**config.mk**
```make
export PLATFORM = sky130hd
export DESIGN_NAME = inpass_sync_filter_config_mux
export DESIGN_NICKNAME = d
export VERILOG_FILES = /design/src/rtl/inpass_sync_filter_config_mux_pkg.sv /design/src/rtl/cus_mux21_buf.sv /design/src/rtl/inpass_filter_chan.sv /design/src/rtl/inpass_sync_filter_config_mux.sv
export SDC_FILE = /design/constraint.sdc
export NUM_CORES = 1
export LEC_CHECK = 0
export ABC_AREA = 1
export CORE_MARGIN = 5
export CORE_UTILIZATION = 45
export CTS_CLUSTER_DIAMETER = 80
export DETAILED_ROUTE_END_ITERATION = 16
export PLACE_DENSITY = 0.69
export SYNTH_ARGS = -nofsm -noshare
export SYNTH_HDL_FRONTEND = slang
export SYNTH_SLANG_ARGS = --single-unit
```
**constraint.sdc**
```tcl
create_clock -name UserCLK -period 1.6 [get_ports UserCLK]
set_clock_uncertainty 0.1 [all_clocks]
set_input_delay 0.16 -clock UserCLK [delete_from_list [all_inputs] [get_ports UserCLK]]
set_output_delay 0.16 -clock UserCLK [all_outputs]
set_load 0.05 [all_outputs]
```
**src/rtl/inpass_sync_filter_config_mux_pkg.sv**
```systemverilog
// Shared definitions for the input-pass BEL: per-channel mode encoding and a constant log2 helper.
package inpass_sync_filter_config_mux_pkg;

    typedef enum logic [1:0] {
        MODE_COMB = 2'b00,
        MODE_REG  = 2'b01,
        MODE_SYNC = 2'b10,
        MODE_FILT = 2'b11
    } mode_e;

    localparam int unsigned MODE_W = 2;

    // Ceiling log2 for elaboration-time sizing; returns 0 for inputs 0 and 1.
    function automatic int unsigned clog2(input int unsigned value);
        int unsigned r;
        r = 0;
        if (value > 1) begin
            for (int unsigned v = value - 1; v > 0; v = v >> 1) begin
                r = r + 1;
            end
        end
        return r;
    endfunction

endpackage

```
**src/rtl/cus_mux21_buf.sv**
```systemverilog
// Buffered 2:1 mux cell from the tile's characterised mux library (behavioural view).
module cus_mux21_buf (
    input  logic A0,
    input  logic A1,
    input  logic S,
    output logic X
);

    assign X = S ? A1 : A0;

endmodule

```
**src/rtl/inpass_filter_chan.sv**
```systemverilog
// One input-pass channel: 2-flop synchroniser, debounce filter and a 4:1 mode-select mux tree.
module inpass_filter_chan
    import inpass_sync_filter_config_mux_pkg::*;
#(
    parameter int unsigned FILT_LEN = 4
) (
    input  logic       UserCLK,
    input  logic       resetn,
    input  logic       i_in,
    input  logic [1:0] mode,
    output logic       o_c
);

    localparam int unsigned       CNT_W    = (clog2(FILT_LEN + 1) < 1) ? 1 : clog2(FILT_LEN + 1);
    localparam logic [CNT_W-1:0]  CNT_LAST = CNT_W'(FILT_LEN - 1);

    logic             s1_q, s1_d;
    logic             s2_q, s2_d;
    logic             db_q, db_d;
    logic [CNT_W-1:0] cnt_q, cnt_d;
    logic             mux_lo, mux_hi;

    // Sync chain always runs; the filter commits s2 only after FILT_LEN consecutive differing samples.
    always_comb begin
        s1_d  = i_in;
        s2_d  = s1_q;
        db_d  = db_q;
        cnt_d = '0;
        if (s2_q != db_q) begin
            if (cnt_q == CNT_LAST) begin
                db_d = s2_q;
            end else begin
                cnt_d = cnt_q + CNT_W'(1);
            end
        end
    end

    always_ff @(posedge UserCLK or negedge resetn) begin
        if (!resetn) begin
            s1_q  <= 1'b0;
            s2_q  <= 1'b0;
            db_q  <= 1'b0;
            cnt_q <= '0;
        end else begin
            s1_q  <= s1_d;
            s2_q  <= s2_d;
            db_q  <= db_d;
            cnt_q <= cnt_d;
        end
    end

    // Two-level select: mode[0] picks within {I,s1} / {s2,db}, mode[1] picks the pair.
    cus_mux21_buf u_mux_lo (
        .A0 (i_in),
        .A1 (s1_q),
        .S  (mode[0]),
        .X  (mux_lo)
    );

    cus_mux21_buf u_mux_hi (
        .A0 (s2_q),
        .A1 (db_q),
        .S  (mode[0]),
        .X  (mux_hi)
    );

    cus_mux21_buf u_mux_out (
        .A0 (mux_lo),
        .A1 (mux_hi),
        .S  (mode[1]),
        .X  (o_c)
    );

endmodule

```
**src/rtl/inpass_sync_filter_config_mux.sv**
```systemverilog
// WIDTH-channel input-pass BEL; channel i mode bits I<i>_mode0/I<i>_mode1 sit at ConfigBits[2i]/[2i+1].
module inpass_sync_filter_config_mux
    import inpass_sync_filter_config_mux_pkg::*;
#(
    parameter int unsigned WIDTH        = 4,
    parameter int unsigned FILT_LEN     = 4,
    parameter int unsigned NoConfigBits = 2 * WIDTH
) (
    input  logic                    UserCLK,
    input  logic                    resetn,
    input  logic [WIDTH-1:0]        I,
    output logic [WIDTH-1:0]        O,
    input  logic [NoConfigBits-1:0] ConfigBits
);

    for (genvar g = 0; g < int'(WIDTH); g++) begin : g_chan
        inpass_filter_chan #(
            .FILT_LEN (FILT_LEN)
        ) u_chan (
            .UserCLK (UserCLK),
            .resetn  (resetn),
            .i_in    (I[g]),
            .mode    (ConfigBits[MODE_W*g +: MODE_W]),
            .o_c     (O[g])
        );
    end

endmodule

```
==> out/results.md, run 1 <==
| Metric | Value |
|:---|:---|
| EDFF count, synth | 0 |
| Final Wtd Congestion | 0.692 |
| Deepest level of the CTS H-tree | 1 |
| Drt via density | 4.34 |
| Final routed wire length divided by cell count | 9.29 µm |
| Most common flop cell mapped by yosys | dfrtp_1 |
| Unrepaired setup endpoints after global routing | false |
| Biggest area consumer among synthesized cells | dfrtp_1 |
| Global-route wire length before repair | 3.17 mm |
| Number of nets with antenna violations after routing | 0 |
| Number of fill cells | 205 |
| Initial Util | 0.457 |
| Signed area change from the synthesized netlist to the final layout | 23.8% |
| Clock-pin slew reported for the worst setup and hold paths after clock tree synthesis | 120 ps |
| Count leader, synth | nand2_1 |
| Hold Slack | 79.5 ps |
| CTS tree | built |
| Global routing usage on met1 | 0.139 |
| Reg2reg end | g_chan[3].u_chan.cnt_q[2] |
| Met2 demand-to-capacity share in global routing | 0.204 |
| Cell leakage power | 0.745 nW |
| # hold bufs at CTS | 0 |
| Number of buffers inserted to repair setup after CTS | 0 |
| Portion of the post-synthesis area used by sequential elements | 0.545 |
| Worst-Skew Late Latency | 310 ps |
| Cell variety after synth | 10 |
| Number of non-filler instances in the completed layout | 180 |
| Period Utilization, post-route | 0.898 |
| Synthesized area per cell | 8.34 µm² |
| Maximum number of pins on one net before global-route repair | 25 |
| Total of flip-flops plus latches after synthesis | 24 |
| Power per unit of standard cell area | 1230 nW/µm² |
| Area of the placeable core | 2410 µm² |
| Clock root buffer | clkbuf_4 |
| Antenna violations before repair | 0 |
| Width of the die | 59.5 µm |
| Hold Fails Final Rpt | 0 |
| I/O pin total | 18 |
| Final layout net count | 169 |
| Post-cts sizing count | 0 |
| RR Startpoint | g_chan[3].u_chan.cnt_q[0] |
| Yosys top cell area share | 0.545 |
| Proportion of layout cells with a drive suffix above 1 | 0.0600 |
| # diodes | 0 |
| Post-placement worst setup slack | 231 ps |
| Vias in the first global route | 776 |
| Remaining routing DRC violations | 0 |
| Max rail drop VDD | 0.000629 V |
| Final-report setup violation count | 0 |
| Slew at the pin with the worst max-slew slack | 297 ps |
| Number of pins exceeding their max-slew limit in the final report | 0 |
| Cells taking the most area after synthesis | dfrtp_1 (55%), nand2_1 (12%), inv_1 (11%) |
| Accumulated negative setup slack | 0 ps |
| Worst Path Required | 1340 ps |
| Placed Instances | 176 |
| Syn_nets | 150 |
| Placed wire-length estimate after detailed placement | 1.34 mm |
| Met3 routing resource usage after global routing | 0.0218 |
| Share of synthesized registers carrying an async set or reset | 1.00 |
| DRC marker count from the first detailed-route iteration | 36 |
| Area enclosed by the die boundary | 3540 µm² |
| Highest achievable clock rate | 696 MHz |
| Routed wire length | 1.67 mm |
| Mapped Area | 1100 µm² |
| Number of clock buffers inserted by TritonCTS | 3 |
| Gr busiest metal | met2 |
| Worst reg-to-reg path cell count | 3 |
| All-Layer GR Usage | 0.120 |
| Final critical delay including setup and external delays | 1440 ps |
| Hold WC Path Type | in -> async |
| Final setup margin | 164 ps |
| Sinks on the clock net | 24 |
| Detailed Routing Iterations Pass 1 | 4 |
| Count of warnings emitted by yosys | 0 |
| Synth Instances | 132 |
| Nature of the critical path endpoint | output pin |
| Input/output buffers | 17 |
| Gr ovfl total | 0 |
| Setup CP Type | reg -> out |
| Overall power | 1.68 mW |
| Number of max-cap violations | 0 |
| Ranking of synthesized cells by instance count | nand2_1 (35), inv_1 (33), dfrtp_1 (24) |
| Die height | 59.5 µm |
| Biggest fanout along the worst timing path | 3 |
| Data arrival time of the critical path | 1180 ps |
| Total via count in the routed design | 782 |
| Setup crit start kind | flop |
| Number of rows in the core area | 18 |
| Outcome | finished clean |
| Maximum buffer depth of the clock tree | 2 |
| Slew margin rel. | 0.802 |
| Register-to-Register Setup Slack | 500 ps |
==> worst max-delay path by stage <==
stage / cells after the start / slack [ps] / end / startpoint
6_report: 5 / 160 / O[0] / g_chan[0].u_chan.db_q
5_1_grt: 5 / 70 / O[0] / g_chan[0].u_chan.s2_q
4_1_cts: 5 / 150 / O[2] / g_chan[2].u_chan.db_q
3_5_place_dp: 6 / 230 / O[3] / ConfigBits[6]
3_3_place_gp: 6 / 260 / O[3] / ConfigBits[6]
2_1_floorplan: 3 / 580 / g_chan[0].u_chan.cnt_q[2] / g_chan[0].u_chan.cnt_q[0]
==> power by group <==
group,switching (mW),total (mW),internal (mW)
clock network,0.176,0.315,0.139
registers,0.0829,0.824,0.741
logic,0.292,0.542,0.250
==> through the flow <==
step / cell area, µm² / util
after floorplan: 1100 / -
after global placement: 1330 / 0.550
after detailed placement: 1330 / 0.550
after CTS: 1360 / 0.565
after global routing: 1360 / 0.565
final: 1360 / 0.565
==> cell families after synthesis <==
kind of cell | count (synthesis) | synth area share
buf+inv | 37 | 0.140
flops | 24 | 0.545
compound gates | 4 | 0.0182
fa+ha+maj | 4 | 0.0455
simple gates | 59 | 0.219
xor+xnor | 4 | 0.0318
==> flip-flops by register name, indices dropped and copies added, names as in the netlist <==
signal / cells
g_chan.u_chan.s2_q: 4
g_chan.u_chan.cnt_q: 12
g_chan.u_chan.s1_q: 4
g_chan.u_chan.db_q: 4
==> layout by cell type (no fill, tap or decap), types with 8 or more instances in the layout <==
master	n
nand2_1	35
inv_1	33
dfrtp_1	24
clkdlybuf4s50_1	13
nor2_1	12
nand3_1	8
==> critical path, cell delays in order, from the launching register on <==
cell and delay [ps]:
dfrtp_1 430, inv_1 60, nand2_1 40, nand3_1 70, nand2_1 100, buf_12 160
==> metal layers <==
metal / share of wire / vias to the layer above / routed length [µm]
met3: 0.052 / 5 / 87
met4: 0.030 / 0 / 51
li1: - / 416 / -
met1: 0.44 / 346 / 735
met5: 0 / - / 0
met2: 0.48 / 15 / 798
==> cell type report <==
class,count,area (µm²),area share
inverters,33,124,0.0909
well taps,30,37.5,0.0275
flip-flops and latches,24,601,0.441
multi-input cells,71,347,0.254
clock buffers,4,36.3,0.0266
repair buffers,18,218,0.160
No activity file was read; power rests on OpenSTA's default activity.
==> inputs of run 2 (changes only) <==
Settings changed: DONT_BUFFER_PORTS from default to 1, PLACE_DENSITY 0.69 to default.
==> out/results.md, run 2 (synthesis results as in run 1) <==
| Metric | Value | Delta |
|:---|:---|:---|
| Outcome | finished clean |  |
| Slew at the pin with the worst max-slew slack | 1030 ps | +735 ps |
| Most frequent cells in the layout | inv_1 (33), nand2_1 (32), dfrtp_1 (24) |  |
| Cell occurring most often along the worst timing path | nand2_1 |  |
| Number of fill cells | 238 | +16% |
| Final routed wire length divided by cell count | 8.96 µm | -3.6% |
| Unrepaired setup endpoints after global routing | false |  |
| Width of the die | 59.5 µm | unchanged |
| DP Area | 1110 µm² | -16% |
| Setup crit start kind | flop |  |
| Deepest level of the CTS H-tree | 1 | unchanged |
| Antenna violations before repair | 0 | unchanged |
| Input/output buffers | 0 | -17 |
| Register-to-Register Setup Slack | 500 ps | about the same |
| Number of buffers inserted to repair setup after CTS | 0 | unchanged |
| Die height | 59.5 µm | unchanged |
| Cell at the slowest stage of the critical path | dfrtp_1 |  |
| Hold Fails Final Rpt | 0 | unchanged |
| Total via count in the routed design | 711 | -9.1% |
| Accumulated negative setup slack | 0 ps | unchanged |
| Cell leakage power | 0.673 nW | -9.7% |
| Vias in the first global route | 738 | -4.9% |
| Worst Path Required | 1340 ps | about the same |
| Max FFs per register | 12 | unchanged |
| Initial Util | 0.457 | unchanged |
| Placed wire-length estimate after detailed placement | 1.11 mm | -17% |
| Highest achievable clock rate | 673 MHz | -3.3% |
| Routed wire length | 1.50 mm | -11% |
| Period Utilization, post-route | 0.929 | +0.0311 |
| Area of the placeable core | 2410 µm² | unchanged |
| Nature of the critical path endpoint | output pin |  |
| Number of nets with antenna violations after routing | 0 | unchanged |
| DRC marker count from the first detailed-route iteration | 25 | -31% |
| Register name with the most flops | g_chan.u_chan.cnt_q |  |
| Clock-pin slew reported for the worst setup and hold paths after clock tree synthesis | 120 ps | about the same |
| Signed area change from the synthesized netlist to the final layout | 9.20% |  |
| Slew margin rel. | 0.310 | -0.492 |
| Number of pins exceeding their max-slew limit in the final report | 0 | unchanged |
| Max rail drop VDD | 0.000772 V | +23% |
| All-Layer GR Usage | 0.107 | -0.0125 |
| Remaining routing DRC violations | 0 | unchanged |
| Sinks on the clock net | 24 | unchanged |
| Detailed Routing Iterations Pass 1 | 4 | unchanged |
| # diodes | 0 | unchanged |
| Maximum number of pins on one net before global-route repair | 25 | unchanged |
| CTS tree | built |  |
| I/O pin total | 18 | unchanged |
| Power per unit of standard cell area | 1310 nW/µm² | +6.0% |
| Final-report setup violation count | 0 | unchanged |
| Final layout net count | 156 | -7.7% |
| Biggest fanout along the worst timing path | 3 | unchanged |
| Worst-Skew Late Latency | 310 ps | about the same |
| Final Wtd Congestion | 0.705 | +2.0% |
| Setup CP Type | reg -> out |  |
| Maximum buffer depth of the clock tree | 2 | unchanged |
| Drt via density | 4.26 | -2.0% |
| Clock root buffer | clkbuf_4 |  |
| Critical path, cell by cell | inv_1, nand2_1, nand3_1, nand2_1 |  |
| Final critical delay including setup and external delays | 1490 ps | +49.7 ps |
| Data arrival time of the critical path | 1230 ps | +50 ps |
| Number of rows in the core area | 18 | unchanged |
| Gr ovfl total | 0 | unchanged |
| Most common cell after layout, fill and taps aside | inv_1 |  |
| Hold WC Path Type | reg -> reg |  |
| Number of max-cap violations | 0 | unchanged |
| Area enclosed by the die boundary | 3540 µm² | unchanged |
| Number of clock buffers inserted by TritonCTS | 3 | unchanged |
| Proportion of layout cells with a drive suffix above 1 | 0.0511 | -0.00891 |
| Largest stage delay on the critical path | 400 ps | -30 ps |
| Global-route wire length before repair | 2.91 mm | -8.1% |
| Final design instance area without fill | 1200 µm² | -12% |
-- run 2: cell types whose count changed in the layout (fill, tap and decap cells not counted), sizes merged --
cell and change:
dlygate4sd3 +5, clkdlybuf4s50 -13, buf -5
-- run 2: worst paths after layout --
| kind | cells after the start | endpoint | startpoint |
|---|---|---|---|
| min | 0 | g_chan[1].u_chan.s2_q | g_chan[1].u_chan.s1_q |
| max reg2reg | 3 | g_chan[1].u_chan.cnt_q[2] | g_chan[1].u_chan.cnt_q[0] |
| max | 4 | O[1] | g_chan[1].u_chan.db_q |
| min reg2reg | 0 | g_chan[1].u_chan.s2_q | g_chan[1].u_chan.s1_q |
| max in group asynchronous | 1 | g_chan[0].u_chan.cnt_q[2] | resetn |
| min in group asynchronous | 1 | g_chan[3].u_chan.cnt_q[2] | resetn |
-- run 2: stage by stage --
| step | setup slack, ps | util | hold WS (ps) | power, mW | cells |
|---|---|---|---|---|---|
| 6_report | 114 | 0.499 | 287 | 1.57 | 167 |
| 5_1_grt | 15.2 | 0.499 | 274 | 1.73 | 167 |
| 4_1_cts | 77.0 | 0.496 | 279 | 1.60 | 167 |
| 3_5_place_dp | 441 | 0.460 | -235 | 1.26 | 158 |
| 3_3_place_gp | 454 | 0.460 | -235 | 1.25 | 158 |
| 2_1_floorplan | 578 | - | -236 | 1.22 | 132 |
-- run 2: per-layer routing --
| metal | vias up | global-route usage | part of all wire |
|---|---|---|---|
| li1 | 387 | - | - |
| met1 | 309 | 0.140 | 0.49 |
| met2 | 13 | 0.170 | 0.43 |
| met3 | 2 | 0.0414 | 0.066 |
| met4 | 0 | 0.0194 | 0.0080 |
| met5 | - | 0 | 0 |
-- run 2: report_power, final --
part	total [mW]	leakage [nW]	switching, mW	internal (mW)
registers	0.821	0.303	0.0803	0.741
clock network	0.306	0.0210	0.167	0.139
logic	0.445	0.350	0.270	0.175
total	1.57	0.673	0.518	1.05
-- run 2: worst max-delay path, delay by kind of cell, from the launching register on --
| kind | cells | cell delay [ps] |
|---|---|---|
| AND/OR/NAND/NOR | 3 | 480 |
| flip-flops | 1 | 400 |
| buffers and inverters | 1 | 50 |
-- run 2: timing repair --
item | CTS | global route
setup endpoints to repair | 0 | 3
hold endpoints to repair | 28 | 0
gates resized for setup | 0 | 3
hold buffers | 5 | 0
-- run 2: final cells by class --
| cell class | instances | area, µm² | area share |
|---|---|---|---|
| Sequential cell | 24 | 601 | 0.499 |
| Clock buffer | 4 | 36.3 | 0.0302 |
| Timing Repair Buffer | 5 | 50.0 | 0.0416 |
| Tap cell | 30 | 37.5 | 0.0312 |
| Multi-Input combinational cell | 71 | 354 | 0.294 |
| Inverter | 33 | 124 | 0.103 |
==> inputs of run 3 (changes only) <==
Settings changed: CAP_MARGIN from default to 10, CORE_MARGIN 5 to default, CORE_UTILIZATION 45 to 64, PLACE_DENSITY from default to 0.8.
==> out/results.md, run 3 (synthesis results as in run 1) <==
| Metric | Value | Delta |
|:---|:---|:---|
| Outcome | finished with violations |  |
| Violations in the final reports | design-rule violations |  |
| Width of the die | 43.5 µm | -27% |
| I/O pin total | 18 | unchanged |
| DRC marker count from the first detailed-route iteration | 12 | -52% |
| Clock root buffer | clkbuf_4 |  |
| # diodes | 0 | unchanged |
| Deepest level of the CTS H-tree | 1 | unchanged |
| Unrepaired setup endpoints after global routing | false |  |
| Detailed Routing Iterations Pass 1 | 10 | +6 |
| Global routing usage on met1 | 0.238 | +0.0979 |
| Final routed wire length divided by cell count | 10.3 µm | +15% |
| Input/output buffers | 0 | unchanged |
| Register-to-Register Setup Slack | 490 ps | about the same |
| Slew margin rel. | 0.310 | +0.000527 |
| Vias in the first global route | 697 | -5.6% |
| Routed wire length | 1.57 mm | +4.6% |
| Met2 demand-to-capacity share in global routing | 0.355 | +0.184 |
| Antenna violations before repair | 0 | unchanged |
| CTS tree | built |  |
| Maximum buffer depth of the clock tree | 2 | unchanged |
| Internal power | 1.00 mW | -4.9% |
| Part of the power in combinational logic | 0.297 | +0.014 |
| Reg power frac | 0.541 | +0.019 |
| Final layout net count | 156 | unchanged |
| Number of pins exceeding their max-slew limit in the final report | 0 | unchanged |
| Final Wtd Congestion | 0.678 | -3.9% |
| Highest achievable clock rate | 671 MHz | -0.22% |
| Die height | 43.5 µm | -27% |
| Area enclosed by the die boundary | 1890 µm² | -47% |
| Remaining routing DRC violations | 2 | +2 |
| Placed wire-length estimate after detailed placement | 1.12 mm | about the same |
| All-Layer GR Usage | 0.196 | +0.0886 |
| Switching Fraction | 0.344 | +0.0148 |
| DP Area | 1090 µm² | -1.6% |
| Met3 routing resource usage after global routing | 0.0250 | -0.0164 |
| Sinks on the clock net | 24 | unchanged |
| Slew at the pin with the worst max-slew slack | 1030 ps | -0.787 ps |
| Hold Fails Final Rpt | 0 | unchanged |
| Worst Path Required | 1340 ps | about the same |
| Switch Pwr | 0.526 mW | +1.6% |
| Final design instance area without fill | 1160 µm² | -3.2% |
| Nature of the critical path endpoint | output pin |  |
| RR Startpoint | g_chan[2].u_chan.cnt_q[0] |  |
| Setup CP Type | reg -> out |  |
| Area of the placeable core | 1560 µm² | -35% |
| First element of the critical path | g_chan[1].u_chan.db_q |  |
| Share of total power in the clock network | 0.162 | -0.033 |
| Initial Util | 0.706 | +0.249 |
| Final critical delay including setup and external delays | 1490 ps | +3.28 ps |
| Signed area change from the synthesized netlist to the final layout | 5.68% |  |
| Max FFs per register | 12 | unchanged |
| Power per unit of standard cell area | 1310 nW/µm² | +0.52% |
| Number of clock buffers inserted by TritonCTS | 3 | unchanged |
| Placed Instances | 144 | -8.9% |
| Number of non-filler instances in the completed layout | 152 | -9.0% |
| Period Utilization, post-route | 0.931 | +0.00205 |
| Max rail drop VDD | 0.000904 V | +17% |
| Number of nets with antenna violations after routing | 0 | unchanged |
| Worst-Skew Late Latency | 300 ps | about the same |
| Most common cell after layout, fill and taps aside | nand2_1 |  |
| Biggest fanout along the worst timing path | 3 | unchanged |
| Clock-pin slew reported for the worst setup and hold paths after clock tree synthesis | 120 ps | about the same |
| Cell leakage power | 0.666 nW | -1.0% |
| Hold WC Path Type | reg -> reg |  |
| End point of the critical path | O[1] |  |
| Register name with the most flops | g_chan.u_chan.cnt_q |  |
| Maximum number of pins on one net before global-route repair | 25 | unchanged |
| Reg2reg end | g_chan[2].u_chan.cnt_q[2] |  |
| Setup crit start kind | flop |  |
| Final-report setup violation count | 0 | unchanged |
| Accumulated negative setup slack | 0 ps | unchanged |
| Global-route wire length before repair | 2.69 mm | -7.6% |
| Proportion of layout cells with a drive suffix above 1 | 0.0221 | -0.0290 |
| Most frequent cells in the layout | nand2_1 (35), inv_1 (33), dfrtp_1 (24) |  |
| Drt via density | 4.82 | +13% |
| Gr ovfl total | 0 | unchanged |
| Total via count in the routed design | 733 | +3.1% |
| Data arrival time of the critical path | 1230 ps | about the same |
| Worst reg-to-reg path cell count | 3 | unchanged |
| Number of rows in the core area | 14 | -4 |
| Gr busiest metal | met2 |  |
| Number of max-cap violations | 0 | unchanged |
[run 3: final cells by class]
| cell class | count | area (µm²) |
|---|---|---|
| clock buffers | 3 | 22.5 |
| fillers | 127 | 395 |
| inverters | 33 | 124 |
| multi-input cells | 71 | 347 |
| flip-flops and latches | 24 | 601 |
| well taps | 16 | 20.0 |
| repair buffers | 5 | 50.0 |
[run 3: power by group through the flow]
stage          registers, mW  logic [mW]  clock network (mW)
2_1_floorplan          0.818       0.397                   0
3_3_place_gp           0.829       0.413                   0
3_5_place_dp           0.842       0.434                   0
4_1_cts                0.829       0.460               0.254
5_1_grt                0.845       0.531               0.281
6_report               0.828       0.454               0.248
[run 3: through the flow]
step	utilization	hold WS, ps	power (mW)	setup slack (ps)
final	0.746	285	1.53	111
after global routing	0.746	282	1.66	20.9
after global placement	0.700	-235	1.24	460
after detailed placement	0.700	-235	1.28	449
after floorplan	-	-236	1.22	578
after CTS	0.746	289	1.54	98.9
[run 3: worst max-delay path, cell delays in order, from the launching register on]
cell	delay, ps
dfrtp_1	410
inv_1	50
nand2_1	50
nand3_1	60
nand2_1	350
[run 3: how the worst min path moves through the flow]
stage,from,to,slack (ps),depth (start not counted)
2_1_floorplan,resetn,g_chan[0].u_chan.cnt_q[0],-240,0
3_3_place_gp,resetn,g_chan[3].u_chan.s2_q,-240,0
3_5_place_dp,resetn,g_chan[3].u_chan.s2_q,-230,0
4_1_cts,g_chan[1].u_chan.s1_q,g_chan[1].u_chan.s2_q,290,0
5_1_grt,I[0],g_chan[0].u_chan.s1_q,280,1
6_report,g_chan[1].u_chan.s1_q,g_chan[1].u_chan.s2_q,290,0
[run 3: layer usage]
layer | wire (µm) | vias to the layer above
met5 | 0 | -
met4 | 12 | 0
met3 | 54 | 2
met2 | 811 | 14
met1 | 688 | 332
li1 | - | 385
[run 3: repair_timing]
item / in CTS / in global routing
hold buffers: 5 / 0
resized for setup: 0 / 0
hold endpoints to repair: 28 / 0
setup buffers: 0 / 0
